--- config.mk ---
export PLATFORM = sky130hd
export DESIGN_NAME = ss_skid_slice
export DESIGN_NICKNAME = d
export VERILOG_FILES = /design/src/rtl/ss_skid_slice.sv
export SDC_FILE = /design/constraint.sdc
export NUM_CORES = 1
export LEC_CHECK = 0
export ABC_AREA = 1
export BUFFER_PORTS_ARGS = -buffer_cell sky130_fd_sc_hd__clkbuf_2
export CAP_MARGIN = 15
export CORE_ASPECT_RATIO = 0.9
export CORE_MARGIN = 4
export CORE_UTILIZATION = 47
export CTS_CLUSTER_SIZE = 12
export DETAILED_ROUTE_END_ITERATION = 12
export PLACE_DENSITY = 0.78
export SLEW_MARGIN = 15
export SYNTH_ARGS = -nofsm -noshare
export SYNTH_HDL_FRONTEND = slang
export SYNTH_SLANG_ARGS = --single-unit
export TNS_END_PERCENT = 100
--- constraint.sdc ---
create_clock -name clk -period 7 [get_ports clk]
set_input_delay 0.7 -clock clk [delete_from_list [all_inputs] [get_ports clk]]
set_output_delay 0.7 -clock clk [all_outputs]
set_load 0.02 [all_outputs]
--- src/rtl/ss_skid_slice.sv ---
// Register slice for the ss stream (valid/ready/data/keep/last/user).
// MODE selects bypass, forward-registered, or full two-entry skid with registered ready.
module ss_skid_slice #(
    parameter int DATA_W = 64,
    parameter int USER_W = 1,
    parameter int MODE   = 2
) (
    input  logic                clk,
    input  logic                rst,
    input  logic                flush,
    input  logic                in_valid,
    output logic                in_ready,
    input  logic [DATA_W-1:0]   in_data,
    input  logic [DATA_W/8-1:0] in_keep,
    input  logic                in_last,
    input  logic [USER_W-1:0]   in_user,
    output logic                out_valid,
    input  logic                out_ready,
    output logic [DATA_W-1:0]   out_data,
    output logic [DATA_W/8-1:0] out_keep,
    output logic                out_last,
    output logic [USER_W-1:0]   out_user,
    output logic [1:0]          occupancy
);
    localparam int KEEP_W = DATA_W / 8;
    localparam int WORD_W = DATA_W + KEEP_W + 1 + USER_W;

    typedef enum logic [1:0] {
        ST_EMPTY = 2'd0,
        ST_BUSY  = 2'd1,
        ST_FULL  = 2'd2
    } state_e;

    logic [WORD_W-1:0] in_word_s;
    logic [WORD_W-1:0] out_word_s;

    // Payload fields always move as one word.
    assign in_word_s = {in_data, in_keep, in_last, in_user};
    assign {out_data, out_keep, out_last, out_user} = out_word_s;

    if (MODE == 0) begin : g_bypass
        logic unused_s;
        assign unused_s   = ^{clk, rst, flush};
        assign out_word_s = in_word_s;
        assign out_valid  = in_valid;
        assign in_ready   = out_ready;
        assign occupancy  = 2'd0;
    end else if (MODE == 1) begin : g_fwd
        logic [WORD_W-1:0] main_r;
        logic              valid_r;
        logic              load_s;

        assign in_ready   = (out_ready | ~valid_r) & ~rst;
        assign load_s     = in_valid & in_ready;
        assign out_word_s = main_r;
        assign out_valid  = valid_r;
        assign occupancy  = {1'b0, valid_r};

        // Main register: load on accept, drain on output transfer, drop on flush/reset.
        always_ff @(posedge clk) begin
            if (rst) begin
                valid_r <= 1'b0;
            end else if (flush) begin
                valid_r <= 1'b0;
            end else if (load_s) begin
                main_r  <= in_word_s;
                valid_r <= 1'b1;
            end else if (out_ready) begin
                valid_r <= 1'b0;
            end else begin
                valid_r <= valid_r;
            end
        end
    end else begin : g_skid
        logic [WORD_W-1:0] main_r;
        logic [WORD_W-1:0] skid_r;
        state_e            state_r;
        logic              valid_r;
        logic              ready_r;
        logic [1:0]        occ_r;

        // ready_r is a flop; rst only masks it so nothing is taken during reset.
        assign in_ready   = ready_r & ~rst;
        assign out_word_s = main_r;
        assign out_valid  = valid_r;
        assign occupancy  = occ_r;

        // Skid FSM with registered valid, ready and occupancy.
        always_ff @(posedge clk) begin
            if (rst || flush) begin
                state_r <= ST_EMPTY;
                valid_r <= 1'b0;
                ready_r <= 1'b1;
                occ_r   <= 2'd0;
            end else begin
                case (state_r)
                    ST_EMPTY: begin
                        if (in_valid) begin
                            main_r  <= in_word_s;
                            state_r <= ST_BUSY;
                            valid_r <= 1'b1;
                            occ_r   <= 2'd1;
                        end
                    end
                    ST_BUSY: begin
                        if (in_valid && out_ready) begin
                            main_r <= in_word_s;
                        end else if (in_valid) begin
                            skid_r  <= in_word_s;
                            state_r <= ST_FULL;
                            ready_r <= 1'b0;
                            occ_r   <= 2'd2;
                        end else if (out_ready) begin
                            state_r <= ST_EMPTY;
                            valid_r <= 1'b0;
                            occ_r   <= 2'd0;
                        end
                    end
                    ST_FULL: begin
                        if (out_ready) begin
                            main_r  <= skid_r;
                            state_r <= ST_BUSY;
                            ready_r <= 1'b1;
                            occ_r   <= 2'd1;
                        end
                    end
                    default: begin
                        state_r <= ST_EMPTY;
                        valid_r <= 1'b0;
                        ready_r <= 1'b1;
                        occ_r   <= 2'd0;
                    end
                endcase
            end
        end
    end
endmodule

==> Word-level counts from Yosys, hierarchy flattened <==
Cells that the tools add are included.
{ "totals": {"reg_bits": 152, "inputBits": 79, "out_inout_bits": 78, "word_cells": 49} }
{ "op_classes": {"eq_ne": 10, "muxes": 19, "bitwise_logic": 6, "reduce_logical": 9} }
{ "op_table": {"columns": ["cell", "count"], "rows": [
  ["$mux 74", 3],
  ["$pmux 74 s3", 1],
  ["$ne 2x2->1 const B", 7],
  ["$reduce_and 4->1", 3],
  ["$mux 2", 5],
  ["$reduce_and 5->1", 2],
  ["$mux 1", 7],
  ["$pmux 1 s3", 2],
  ["$pmux 2 s3", 1],
  ["$not 1->1", 5],
  ["$ne 3x3->1 const B", 1],
  ["$reduce_bool 3->1", 1],
  ["$eq 2x1->1 const B", 1],
  ["$eq 2x2->1 const B", 1],
  ["$logic_not 2->1", 1],
  ["$and 1x1->1", 1],
  ["$logic_and 1x1->1", 1],
  ["$logic_or 1x1->1", 1]
]} }

==> Depth between registers and ports, before layout <==
Gate-level depths: netlist of the first run.
{ "depth": {"ltp_word": 4, "ltp_mapped": 6, "depth_no_buf": 6} }

==> Worst setup path before layout of the first run <==
OpenSTA, ideal clock, no wires.
{ "synth_path": {"path_type": "input port to flip-flop", "start": "input flush", "end": "register g_skid.main_r[0] (enable)", "setup_ns": 0.597, "arrival_time_ns": 6.133, "required_ns": 6.403, "slack_ns": 0.270, "cell_stages": 3, "path_buffers": 0, "cell_sequence": "nor2_1 o21ai_0 nor3_1"} }
{ "synth_via": {"elab_chain_len": 3} }
{ "synth_rtl": {"columns": ["item", "line", "source"], "rows": [
  ["start: declaration", "10", "input logic flush,"],
  ["$logic_or 1x1->1", "90", "if (rst || flush) begin"],
  ["$not 1->1 (no line)", null, null],
  ["$reduce_and 5->1 (no line)", null, null],
  ["end signal: assignment", "99", "main_r <= in_word_s;"],
  ["end signal: assignment", "107", "main_r <= in_word_s;"],
  ["end signal: assignment", "121", "main_r <= skid_r;"],
  ["end: declaration", "75", "logic [WORD_W-1:0] main_r;"]
]} }
Every way passes these cells.
A chain may end at the register's enable or synchronous reset.

==> results of run 1 <==
synthesized netlist by cell type:
cell	number
o21ai_1	1
nand2_1	230
inv_1	3
a21oi_1	2
inv_2	2
dfxtp_1	4
o21ai_0	5
nor2_1	7
o211ai_1	1
edfxtp_1	148
buf_4	8
nor3_1	2
nand2_2	1
buf_2	4
nand3_1	2
clkbuf_1	4
critical path: stages, from the launching register on:
cell and delay (ps):
dfxtp_1 440, inv_2 100, nor2_1 210, nand2_1 150
nor2_4 680, buf_4 580
metrics by stage:
step                instances  instance area (um^2)  setup WS (ps)  hold WS, ps  util (%)
finish                    757                  7130           4420          475      61.9
CTS                       757                  7130           4380          461      61.9
global route              757                  7130           4230          458      61.9
floorplan                 424                  5600            270          466         -
global placement          725                  6540           4100          475      56.7
detailed placement        725                  6540           3980          494      56.7
power breakdown:
part | switching [W] | internal [W]
clock | 0.000333 | 0.000588
combinational | 0.0000661 | 0.0000378
sequential | 0.00000569 | 0.00102
cell type report:
| class | instances | area (um^2) | area share, % |
|---|---|---|---|
| Multi-Input combinational cell | 251 | 983 | 13.8 |
| Inverter | 5 | 18.8 | 0.263 |
| Timing Repair Buffer | 161 | 818 | 11.5 |
| Sequential cell | 152 | 4520 | 63.4 |
| Clock inverter | 12 | 156 | 2.19 |
| Clock buffer | 20 | 437 | 6.12 |
| Tap cell | 156 | 195 | 2.74 |
state kept, by name, indices dropped and copies added (netlist names):
signal          cells
g_skid.ready_r      1
out_valid           1
g_skid.main_r      74
occupancy           2
g_skid.skid_r      74
routing by layer:
metal,vias up,part of all wire (%)
met3,23,9.5
met2,173,48
li1,1763,-
met5,-,0
met4,0,1.8
met1,1669,41
worst paths after layout:
| check | from | end | slack [ps] | cells after the start |
|---|---|---|---|---|
| max | occupancy[0] | g_skid.skid_r[6] | 4420 | 5 |
| min | in_data[49] | g_skid.skid_r[59] | 470 | 1 |
| max reg2reg | occupancy[0] | g_skid.skid_r[6] | 4420 | 5 |
| min reg2reg | g_skid.skid_r[15] | g_skid.main_r[15] | 500 | 2 |
cells by family after synthesis:
kind of cell | after synthesis
AO/OA/AOI/OAI | 9
buffers and inverters | 21
flip-flops | 152
AND/OR/NAND/NOR | 242
==> impl_results.md, run 1 <==
- Period minus WS final: 2580 ps
- CORE AREA: 0.0115 mm^2
- CTS Buffer Depth: 2
- Share of the synthesized area in the top cell type: 79.3%
- Worst-margin pin slew: between 900 and 1000 ps
- Met3 GRT Util: 6.40%
- Post-layout net count: 667
- Starting Density: 48.6%
- Setup crit end kind: flip-flop
- Pin count of the biggest net entering global routing: 77
- Post-synthesis cell type count: 16
- Fin. Hold Viols: 0
- Fmax: about 390 MHz
- Iter 0 DRT Violations: 311
- Ports: 157
- Number of CTS-inserted buffers: 17
- Share of post-route cells with drive strength above 1: 31.8%
- XOR/XNOR share of the synthesized area: 0%
- Initial antenna violation count: 0
- Row Count: 37
- Die Span Y: 112 um
- Max-slew violation count: 0
- Met1 global-route usage: a little over a fifth
- Post-Syn Nets: 503
- Pre-antenna DRT Iters: 4
- Fill cell count: approximately 900
- TNS Setup: 0 ps
- Relative slew slack: between 30% and 40%
- Resize count post-CTS: 0
- HP Class: input port to flip-flop
- Worst setup SP type: flip-flop
- Post-route ant nets: 0
- Top post-synthesis cells by area: edfxtp_1 (79%), nand2_1 (15%), dfxtp_1 (1.4%), buf_4 (1.1%), nor2_1 (0.47%)
- Lkg Pwr: 3.03 nW
- H-tree levels: 4
- Status: finished clean
- Vias in the first global route: 3,675
- Synthesized area per cell: about 13 um^2
- Post-synthesis mux area share: 0%
- Final Setup Violations: 0
- Syn Inst Count: 424
- Yosys reg bits: 152
- WL/cell: 15.0 um
- Largest family of logic cells by synthesized area: simple AND/OR/NAND/NOR gates
- Yosys top cell by area: edfxtp_1
- Commonest non-fill, non-tap cell in the layout: nand2_1
- CP Data Required Time: around 7000 ps
- Final critical-path share of the clock period: 36.9%
- GRT overflow: 0
- Worst Path Arrival: 2630 ps
- Crit Path Category: flip-flop to flip-flop
- Synth Area in Compound Gates: 0.849%
- Vias per inst: approximately 4.8
- Clk Latency, worst-skew pair: 420 ps
- Routed wire length: around 11,000 um
- GRT busiest layer: met2
- RSZ-0062 raised after global routing: false
- Crit Path Max Fanout: 44
- Synth-to-Final Area Change: 27.3%
- DP HPWL: around 7400 um
- Clock sinks: roughly 150
- Die width: roughly 120 um
- Met2 usage in global routing: ~28%
- TritonCTS clock tree: yes
- Maxcap violations: 0
- CTS clk-pin slew, worst paths: 60 ps
- Synth Area in Simple Gates: 16.4%
- Die Area: 0.0137 mm^2
- Ys Warns: 0
- Most frequent cells in the layout: nand2_1 (230), clkbuf_2 (156), edfxtp_1 (148), clkbuf_16 (17)
- Root Driver: clkbuf_16
- ANT cells: 0
- Post-synthesis adder-cell area fraction: 0%
- DRC viols: 0
- Post-CTS setup buffer count: 0
- I/O Buffers: 156
- Pwr Density: roughly 290 mW/mm^2
- Register area share after synthesis: 80.8%
- Total track usage: 17.3%
- Peak VDD IR: 0.222 mV
- Power, Total: between 0.002 and 0.0025 W
- DR vias: 3,628
- Cts hold-fix bufs: 0
- Cell Area, Synth: between 0.005 and 0.006 mm^2
- Clock Skew: 7.29 ps
- Placer Congestion: 0.820
- First-pass GRT wire length: 18,200 um
(Power assumes the default switching activity.)
==> run 2: changes to the inputs <==
--- a/config.mk
+++ b/config.mk
@@ -10,10 +10,10 @@
 export CAP_MARGIN = 15
 export CORE_ASPECT_RATIO = 0.9
 export CORE_MARGIN = 4
-export CORE_UTILIZATION = 47
+export CORE_UTILIZATION = 52
 export CTS_CLUSTER_SIZE = 12
 export DETAILED_ROUTE_END_ITERATION = 12
-export PLACE_DENSITY = 0.78
+export PLACE_DENSITY = 0.82
 export SLEW_MARGIN = 15
 export SYNTH_ARGS = -nofsm -noshare
 export SYNTH_HDL_FRONTEND = slang
==> constraint.sdc (replaced) <==
create_clock -name clk -period 2.56 [get_ports clk]
set_input_delay 0.256 -clock clk [delete_from_list [all_inputs] [get_ports clk]]
set_output_delay 0.256 -clock clk [all_outputs]
set_load 0.02 [all_outputs]
==> impl_results.md, run 2 (synthesis gave the netlist of run 1 again) <==
- Status: finished clean
- Critical path's top delay family: simple AND/OR/NAND/NOR gates
- Final instance area: 0.00714 mm^2
- Initial antenna violation count: 0
- Pin count of the biggest net entering global routing: 75
- Die Span Y: 106 um
- R2R Setup Slk: 740 ps
- Final critical-path share of the clock period: a little under three quarters
- Worst setup SP type: flip-flop
- H-tree levels: 4
- Routed wire length: 11,400 um
- Fill cell count: 746
- Met2 usage in global routing: about a third
- Fin. Hold Viols: 0
- Max-slew violation count: 0
- Post-layout net count: roughly 670
- CP Data Required Time: 2620 ps
- Ports: about 160
- Root Driver: clkbuf_16
- Worst-margin pin slew: 491 ps
- Commonest non-fill, non-tap cell in the layout: nand2_1
- DR vias: 3,635
- HP Class: input port to flip-flop
- Placed cell areas: ~0.0066 mm^2
- Fmax: 548 MHz
- Worst Path Arrival: 1880 ps
- Clock sinks: 152
- Share of post-route cells with drive strength above 1: 33.4%
- Relative slew slack: between 60 and 70%
- Final Setup Violations: 0
- WL/cell: ~16 um
- Resize count post-CTS: 0
- Number of CTS-inserted buffers: 17
- Max incr delay on CP: 380 ps
- Cts hold-fix bufs: 0
- Met3 GRT Util: under 10%
- Most frequent cells in the layout: nand2_1 (230), clkbuf_2 (156), edfxtp_1 (148), clkbuf_16 (17)
- Total track usage: around 19%
- Row Count: 35
- GRT overflow: 0
- CTS Buffer Depth: 2
- Lkg Pwr: 3.03 nW
- Iter 0 DRT Violations: 347
- Post-route ant nets: 0
- Clk Latency, worst-skew pair: 410 ps
- GRT busiest layer: met2
- Vias per inst: 4.97
- Synth-to-Final Area Change: 27.5%
- Pre-antenna DRT Iters: 4
- Crit-path slowest cell: dfxtp_4
- Post-CTS setup buffer count: 0
- Met1 global-route usage: 21.4%
- Pwr Density: about 800 mW/mm^2
- DP HPWL: 7590 um
- DRC viols: 0
- Power, Total: ~0.0055 W
- Placer Congestion: approximately 0.75
- RSZ-0062 raised after global routing: false
- Final Util: a little under 70%
- Peak VDD IR: 0.457 mV
- TritonCTS clock tree: yes
- First-pass GRT wire length: between 15,000 and 20,000 um
- Crit Path Max Fanout: 74
- Crit Path Category: flip-flop to flip-flop
- CTS clk-pin slew, worst paths: 60 ps
- Die width: 117 um
- ANT cells: 0
- Setup crit end kind: flip-flop
- Crit path cell chain: inv_4, nand2_4, nor2_1, nor3_4, buf_12
- I/O Buffers: approximately 160
- Vias in the first global route: 3,659
- Clock Skew: 6.31 ps
- Starting Density: 54.0%
- Period minus WS final: 1820 ps
- Pre-CTS WS: 739 ps
- Die Area: 0.0125 mm^2
- Final WS setup: ~740 ps
- CORE AREA: between 0.01 and 0.015 mm^2
- Maxcap violations: 0
- CP bufs+invs: 2
-- run 2: layout make-up --
class / count / area [um^2] / share of cell area, %
Sequential cell: 152 / 4530 / 63.5
Multi-Input combinational cell: 251 / 1000 / 14.0
Timing Repair Buffer: 162 / 838 / 11.7
Clock buffer: 19 / 433 / 6.06
Tap cell: 129 / 161 / 2.26
Clock inverter: 13 / 155 / 2.17
Inverter: 5 / 21.3 / 0.298
-- run 2: worst paths after layout --
path / startpoint / end / cells after the start
setup / recovery: occupancy[0] / g_skid.main_r[37] / 5
hold / removal: in_data[33] / g_skid.skid_r[43] / 1
setup reg to reg: occupancy[0] / g_skid.main_r[37] / 5
hold reg to reg: out_valid / out_valid / 2
-- run 2: power by group --
| part | switching (W) | internal [W] | total [W] |
|---|---|---|---|
| clock network | 0.000930 | 0.00152 | 0.00245 |
| logic | 0.000182 | 0.000106 | 0.000288 |
| registers | 0.0000164 | 0.00279 | 0.00281 |
-- run 2: layer usage --
metal  wire [um]  share of wire (%)
met2        5590                 49
met1        4540                 40
met5           0                  0
met3        1160                 10
met4          88               0.77
-- run 2: per-stage QoR --
step / hold WS [ps] / setup TNS [ps] / cells
global placement: 450 / 0 / 699
finish: 37.2 / 0 / 731
global route: 7.68 / 0 / 731
CTS: 17.7 / 0 / 731
detailed placement: 450 / 0 / 699
floorplan: 355 / -23960 / 424
==> run 3: changes to the inputs <==
--- a/config.mk
+++ b/config.mk
@@ -10,10 +10,10 @@
 export CAP_MARGIN = 15
 export CORE_ASPECT_RATIO = 0.9
 export CORE_MARGIN = 4
-export CORE_UTILIZATION = 52
+export CORE_UTILIZATION = 47
 export CTS_CLUSTER_SIZE = 12
 export DETAILED_ROUTE_END_ITERATION = 12
-export PLACE_DENSITY = 0.82
+export PLACE_DENSITY = 0.78
 export SLEW_MARGIN = 15
 export SYNTH_ARGS = -nofsm -noshare
 export SYNTH_HDL_FRONTEND = slang
==> constraint.sdc (replaced) <==
create_clock -name clk -period 1.5 [get_ports clk]
set_input_delay 0.15 -clock clk [delete_from_list [all_inputs] [get_ports clk]]
set_output_delay 0.15 -clock clk [all_outputs]
set_load 0.02 [all_outputs]
==> impl_results.md, run 3 (synthesis gave the netlist of run 1 again) <==
- Status: finished clean
- Placed cell areas: 0.00676 mm^2
- Setup crit end kind: flip-flop
- Worst setup SP type: flip-flop
- Synth-to-Final Area Change: 47.2%
- Die Span Y: 112 um
- Pint: 0.00808 W
- Psw: 0.00206 W
- I/O Buffers: 156
- Final Setup Violations: 0
- Root Driver: clkbuf_16
- Total track usage: 20.2%
- Pre-antenna DRT Iters: 5
- Crit path cell chain: inv_6, o21ai_1, nor3_4, buf_6, buf_12
- Die width: 123 um
- Comb pwr share: 7.1%
- Maxcap violations: 0
- Number of CTS-inserted buffers: 17
- Clock network power share: 45.7%
- TNS Setup: 0 ps
- Max incr delay on CP: 370 ps
- Pwr Density: 1230 mW/mm^2
- Clk Latency, worst-skew pair: 410 ps
- Worst Path Arrival: 1600 ps
- Fin. Hold Viols: 0
- Relative slew slack: 77.7%
- RSZ-0062 raised after global routing: true
- CP Data Required Time: 1630 ps
- Lkg Pwr: 3.50 nW
- Clock sinks: 152
- Final critical-path share of the clock period: 97.9%
- Peak VDD IR: 1.03 mV
- Crit-path slowest cell: dfxtp_4
- DR vias: 4,113
- Sequential Power Share: 47.2%
- GRT overflow: 0
- First-pass GRT wire length: 21,000 um
- ANT cells: 0
- Most frequent cells in the layout: nand2_1 (229), clkbuf_2 (156), edfxtp_1 (148), dlygate4sd3_1 (74), clkbuf_16 (18)
- CTS clk-pin slew, worst paths: about 60 ps
- Period minus WS final: 1470 ps
- Post-layout net count: 757
- Post-route ant nets: 0
- CTS Buffer Depth: 2
- Ports: 157
- Clock Skew: 5.47 ps
- Placer Congestion: 0.770
- DP HPWL: 7860 um
- Die Area: ~0.014 mm^2
- Routed wire length: around 14,000 um
- Iter 0 DRT Violations: 357
- Final instance area: 0.00825 mm^2
- Vias per inst: 4.86
- Crit Path Max Fanout: 14
- Crit Path Category: flip-flop to flip-flop
- Fill cell count: 729
- Max-slew violation count: 0
- Switching Fraction: 20.3%
- HP Class: input port to flip-flop
- Starting Density: 48.6%
- TritonCTS clock tree: yes
- Worst-margin pin slew: 332 ps
- Vias in the first global route: 4,165
- Fmax: 681 MHz
- R2R Setup Slk: 30 ps
- Final Util: 71.5%
- Initial antenna violation count: 0
- CORE AREA: 0.0115 mm^2
- WL/cell: 16.0 um
- DRC viols: 0
- Share of post-route cells with drive strength above 1: 31.8%
- H-tree levels: 4
- Commonest non-fill, non-tap cell in the layout: nand2_1
- Row Count: 37
- Pin count of the biggest net entering global routing: 77
## run 3: changes by cell type in the layout (fill, tap and decap cells not counted), moves of 2 or more
cell	delta
dlygate4sd3_1	+74
clkinv_4	+2
clkinvlp_4	-3
buf_12	+9
bufinv_16	+2
inv_6	+2
buf_4	+2
buf_6	+3
## run 3: area by class of cell
type	instances	area, um^2	share of cell area, %
inverter	5	23.8	0.288
clock buffer	18	429	5.20
multi-input combinational	251	1010	12.3
timing repair buffer	251	1830	22.2
clock inverter	14	221	2.69
tap	156	195	2.37
sequential	152	4530	55.0
## run 3: repair_timing
item	CTS	global route
pin swaps	1	0
buffers inserted	0	4
gates cloned	0	2
hold endpoints to repair	74	0
hold buffers	74	0
setup endpoints to repair	65	106
gates resized for setup	6	2
## run 3: critical path: cells and delay by family, from the launching register on
family | cells | cell delay (ps)
flip-flops | 1 | 370
AO/OA/AOI/OAI | 1 | 120
AND/OR/NAND/NOR | 1 | 250
buffers and inverters | 3 | 420
## run 3: worst paths after layout
| check | from | end | cells past startpoint |
|---|---|---|---|
| max | occupancy[0] | g_skid.main_r[10] | 5 |
| min | in_valid | out_valid | 3 |
| max reg2reg | occupancy[0] | g_skid.main_r[10] | 5 |
| min reg2reg | out_valid | out_valid | 2 |
## run 3: power by group through the flow
stage               sequential (W)  clock [W]  combinational (W)
floorplan                  0.00497          0           0.000156
global placement           0.00488          0           0.000508
detailed placement         0.00488          0           0.000530
CTS                        0.00479    0.00468           0.000688
global route               0.00479    0.00491           0.000782
finish                     0.00479    0.00463           0.000717
## run 3: layer usage
metal  wire [um]  vias to the layer above  part of all wire (%)  track usage (%)
li1            -                     1953                     -                -
met2        6910                      215                    51             34.1
met5           0                        -                     0                0
met4         323                        0                   2.4             7.97
met3        1270                       36                   9.4             6.86
met1        5050                     1909                    37             23.6
## run 3: metrics by stage
step / hold slack [ps] / total power (W) / std cells / setup slack (ps)
after floorplan: 249 / 0.00512 / 424 / -1380
after global placement: 344 / 0.00538 / 735 / -57.0
after detailed placement: 347 / 0.00541 / 735 / -79.1
after CTS: 31.4 / 0.0102 / 841 / 30.3
after global routing: 94.7 / 0.0105 / 847 / -17.4
final: 76.7 / 0.0101 / 847 / 31.2
